**config.mk**
```make
export PLATFORM = sky130hd
export DESIGN_NAME = universal_shift_reg
export DESIGN_NICKNAME = d
export VERILOG_FILES = /design/src/rtl/universal_shift_reg.sv
export SDC_FILE = /design/constraint.sdc
export NUM_CORES = 1
export LEC_CHECK = 0
export CAP_MARGIN = 5
export CORE_AREA = 2 2 39 41
export DETAILED_ROUTE_END_ITERATION = 12
export DIE_AREA = 0 0 41 43
export HOLD_SLACK_MARGIN = 0.06
export PLACE_DENSITY = 0.76
export SETUP_SLACK_MARGIN = 0.2
export SKIP_LAST_GASP = 1
export SYNTH_ARGS = -nofsm -noshare
export SYNTH_HDL_FRONTEND = slang
export SYNTH_SLANG_ARGS = --single-unit
```
**constraint.sdc**
```tcl
create_clock -name clk -period 3.4 [get_ports clk]
set_clock_uncertainty 0.2 [all_clocks]
set_input_delay 0.68 -clock clk [delete_from_list [all_inputs] [get_ports clk]]
set_output_delay 0.68 -clock clk [all_outputs]
set_load 0.02 [all_outputs]
```
**src/rtl/universal_shift_reg.sv**
```systemverilog
// Parametrised universal register: hold, load, shift, rotate and count up/down,
// with serial ports at both ends, a zero flag and a one-cycle carry/borrow pulse.
module universal_shift_reg #(
  parameter int unsigned          WIDTH     = 4,
  parameter logic [WIDTH-1:0]     RESET_VAL = {WIDTH{1'b0}}
) (
  input  logic             clk,
  input  logic             rst_n,
  input  logic             clr,
  input  logic             en,
  input  logic [2:0]       mode,
  input  logic [WIDTH-1:0] d,
  input  logic             sin_l,
  input  logic             sin_r,
  output logic [WIDTH-1:0] q,
  output logic             sout_l,
  output logic             sout_r,
  output logic             zero,
  output logic             carry
);

  localparam logic [2:0] MODE_HOLD = 3'b000;
  localparam logic [2:0] MODE_LOAD = 3'b001;
  localparam logic [2:0] MODE_SHL  = 3'b010;
  localparam logic [2:0] MODE_SHR  = 3'b011;
  localparam logic [2:0] MODE_ROL  = 3'b100;
  localparam logic [2:0] MODE_ROR  = 3'b101;
  localparam logic [2:0] MODE_INC  = 3'b110;
  localparam logic [2:0] MODE_DEC  = 3'b111;

  localparam logic [WIDTH-1:0] ONE_C  = {{(WIDTH-1){1'b0}}, 1'b1};
  localparam logic [WIDTH-1:0] ZERO_C = {WIDTH{1'b0}};

  logic [WIDTH-1:0] q_r;
  logic             carry_r;
  logic [WIDTH-1:0] q_nxt_s;
  logic             carry_nxt_s;

  // Next-state selection: clear beats enable beats mode; unknown modes hold.
  always_comb begin
    q_nxt_s     = q_r;
    carry_nxt_s = 1'b0;
    if (clr) begin
      q_nxt_s = ZERO_C;
    end else if (!en) begin
      q_nxt_s = q_r;
    end else begin
      case (mode)
        MODE_HOLD: q_nxt_s = q_r;
        MODE_LOAD: q_nxt_s = d;
        MODE_SHL:  q_nxt_s = {q_r[WIDTH-2:0], sin_r};
        MODE_SHR:  q_nxt_s = {sin_l, q_r[WIDTH-1:1]};
        MODE_ROL:  q_nxt_s = {q_r[WIDTH-2:0], q_r[WIDTH-1]};
        MODE_ROR:  q_nxt_s = {q_r[0], q_r[WIDTH-1:1]};
        MODE_INC: begin
          q_nxt_s     = q_r + ONE_C;
          carry_nxt_s = &q_r;
        end
        MODE_DEC: begin
          q_nxt_s     = q_r - ONE_C;
          carry_nxt_s = ~|q_r;
        end
        default:   q_nxt_s = q_r;
      endcase
    end
  end

  // State register; carry is rewritten every edge so it never sticks.
  always_ff @(posedge clk or negedge rst_n) begin
    if (!rst_n) begin
      q_r     <= RESET_VAL;
      carry_r <= 1'b0;
    end else begin
      q_r     <= q_nxt_s;
      carry_r <= carry_nxt_s;
    end
  end

  assign q      = q_r;
  assign carry  = carry_r;
  assign sout_l = q_r[WIDTH-1];
  assign sout_r = q_r[0];
  assign zero   = (q_r == ZERO_C);

endmodule

```
# Word level (Yosys, flattened, before mapping)
# Cells that the tools add are included.
# Widths: inputs -> output; s select.
# op_classes
n_addsub	2
n_mul	0
n_div	0
order_cmp	0
eq_ne	8
shifts	0
mux	6
bitwise_logic	0
n_reduce_logical	7
# ops
cell	n
$pmux 4 s7	1
$eq 3x3->1 const B	4
$mux 4	2
$eq 3x2->1 const B	2
$add 4x1->4 const B	1
$logic_not 4->1	1
$reduce_and 4->1	1
$reduce_or 4->1	1
$sub 4x1->4 const B	1
$eq 3x1->1 const B	1
$logic_not 3->1	1
$mux 1	2
$ne 2x2->1 const B	1
$pmux 1 s2	1
$reduce_and 2->1	1
$reduce_bool 2->1	1
$logic_not 1->1	1
# totals
register_bits	5
latchBits	0
ram_bits	0
romBits	0
input_bits	13
out_inout_bits	8
wordCells	25
mem_count	0

# Longest topological paths before layout
# depth
depth_word	5
ltp_mapped	8
mapped_depth_nobuf	7

# Least setup slack after synthesis
# Ideal clock, no wire load.
# synth_timing
kind	register to output
start	reg q_r[0] (netlist: q[0])
end	out zero
t_arrival_ns	1.430
required_ns	2.520
setup_slack_ns	1.090
stages_incl_launch_ff	3
path_buffers	1
cell_sequence	dfrtp_1 > buf_2 > nor4_1
# synth_between
elab_chain_len	1
# synth_rtl
item	line	source
start, declared	34	logic [WIDTH-1:0] q_r;
start signal, assigned	74	q_r <= q_nxt_s;
$logic_not 4->1	83	assign zero = (q_r == ZERO_C);
end, declared	18	output logic zero,
# No other way between the ends.

# Worst setup path after layout
# Ends and elaborated chain as after synthesis.

==> results_dict.tcl <==
set metrics [dict create \
    worstPathArrival_ns 1.80 \
    rows 14 \
    hold_class "primary input to asynchronous set/reset pin" \
    rr_worst_depth 4 \
    via_count 520 \
    drt_iter0_markers 4 \
    path_buf_inv 1 \
    powerDensity_mw_per_mm2 314 \
    die_w_microns 41 \
    synth_ff_type "dfrtp_1" \
    internal_power_mw 0.155 \
    worst_pin_slew_ns 0.447 \
    avgViaCountPerCell 5.42 \
    final.min_clock_period_ns 2.68 \
    yosysWarnings 0 \
    nFillCells 150 \
    r2r-end "q[3]" \
    slew_viol_final 0 \
    grt_usage 0.166 \
    routabilityCongestion 0.827 \
    synth_fp_nets 78 \
    synth_common_cells "dfrtp_1, nand2_1, a21oi_1, nor2_1" \
    cts.path.max_buffers 2 \
    seq_power_share 0.327 \
    synth_top_cell_by_area "dfrtp_1" \
    finalCritPeriodShare 0.788 \
    path_cells "nor4_1 > clkdlybuf4s50_1" \
    tns_ns 0 \
    ys_types 37 \
    drive_gt1_frac 0.125 \
    path_delay_family "buffers and inverters" \
    wl_per_cell_microns 12.5 \
    post_cts_buffers 0 \
    grt_pass1_wl_mm 2.00 \
    synth_area_per_cell_sq_um 8.64 \
    p_sw_mw 0.0752 \
    r2r_setup_slack_ns 1.67 \
    p_sw_frac 0.327 \
    clockPowerShare 0.294 \
    cap_viol_max_count 0 \
    cp-start-kind "flop" \
    dieArea_sq_mm 0.00176 \
    synth-edff-count 0 \
    layout.nets 95 \
    vdd_ir_drop_max_mv 0.118 \
    wirelength_mm 1.20 \
    cts-root-buf "clkbuf_4" \
    setup_slack_ns 0.721 \
    ioPinCount 21 \
    grt_max_degree 12 \
    slew_headroom 0.694 \
    clk_latency_ns 0.24 \
    synth-seq-cells 5 \
    p_leak_nw 0.291 \
    ant_nets 0 \
    async_flop_share 1.00 \
    io_buffers 20 \
    hold_ws_ns 0.462 \
    gr-total-overflow 0 \
    crit_slowest_cell "clkdlybuf4s50_1" \
    insertedDiodeCount 0 \
    cts_tree "built" \
    cts.htree.levels 1 \
    hold_viol 0 \
    status "completed" \
    cts_hold_repair.buffers 0 \
    yosys-top-cells-area "dfrtp_1, mux2i_1, xnor2_1, buf_4, buf_6" \
    cts_made_buffers 3 \
    critPathMaxFanout 11 \
    synth_top_area_frac 0.226 \
    pre_cts_ws_ns 0.669 \
    cts_resized 0 \
    drc 0 \
    combPwrFrac 0.379 \
    max_freq_mhz 373 \
    path_clk_slew_ns 0.04 \
    drt-pass1-iter-count 3 \
    syn_inst 64 \
    clock-sinks 5 \
    end_kind "output pin" \
    area.growth.synth_to_final_pct 32.6 \
    grt_pass1_vias 479 \
    path_class "flop to output pin" \
    synth_area_sq_um 553 \
    r2r-start "q[0]" \
    seq_area_frac_synth 0.226 \
    setup_viol 0 \
    start_util 0.400 \
    fp.coreArea_sq_mm 0.00138 \
    grt_setup_unrepaired "false" \
    antenna_found_initial 0 \
    required_ns 2.52 \
    die_y_microns 43 \
    crit_path_max_incr_delay_ns 0.67 \
]
[area by class of cell]
class | instances | area (sq um) | area share
Multi-Input combinational cell | 47 | 343 | 0.468
Timing Repair Buffer | 21 | 208 | 0.283
Clock buffer | 4 | 26.3 | 0.0358
Sequential cell | 5 | 125 | 0.171
Inverter | 3 | 11.3 | 0.0154
Tap cell | 16 | 20.0 | 0.0273
[kinds of logic (layout without fill, tap and decap cells)]
group,Yosys count,count (layout),share of synthesized area
AND/OR/NAND/NOR,20,20,0.192
buffers and inverters,12,28,0.154
multiplexers,3,3,0.0543
adder cells (fa/ha/maj),1,1,0.0226
XOR/XNOR,4,4,0.0634
flip-flops,5,5,0.226
AO/OA/AOI/OAI,19,19,0.287
[per-layer routing]
layer | share of wire | global-route usage
met1 | 0.47 | 0.225
met2 | 0.48 | 0.250
met3 | 0.051 | 0.0157
met4 | 0 | 0.0800
met5 | 0 | 0
[cells in the final DEF (no fill, tap or decap), types with 2 or more instances in the layout]
cell type and count:
a2111oi_0 2, a21oi_1 4, clkbuf_4 3, clkdlybuf4s50_1 20, dfrtp_1 5, inv_1 3, mux2i_1 3, nand2_1 5
nand2b_1 2, nor2_1 4, xnor2_1 3
[worst max-delay path by stage]
stage / start / end / slack (ns) / cells after the start
2_1_floorplan: q[0] / zero / 1.09 / 2
3_3_place_gp: mode[1] / q[1] / 0.72 / 8
3_5_place_dp: mode[1] / q[1] / 0.67 / 8
4_1_cts: q[0] / zero / 0.73 / 2
5_1_grt: q[0] / zero / 0.67 / 2
6_report: q[0] / zero / 0.72 / 2
[power by group through the flow]
stage / Sequential, mW / Clock [mW] / Combinational [mW]
floorplan: 0.0735 / 0 / 0.0572
global placement: 0.0753 / 0 / 0.0860
detailed placement: 0.0756 / 0 / 0.0873
CTS: 0.0748 / 0.0714 / 0.0878
global route: 0.0758 / 0.0739 / 0.0962
finish: 0.0751 / 0.0676 / 0.0873
[through the flow]
stage               std cells   util  instance area, sq um  total power, mW
floorplan                  64      -                   553            0.131
global placement           92  0.511                   707            0.161
detailed placement         92  0.511                   707            0.163
CTS                        96  0.530                   733            0.234
global route               96  0.530                   733            0.246
finish                     96  0.530                   733            0.230
[state kept, by name (all words and copies together), names as in the netlist]
signal,flops
carry,1
q,4
No activity file was read; power rests on OpenSTA's default activity.
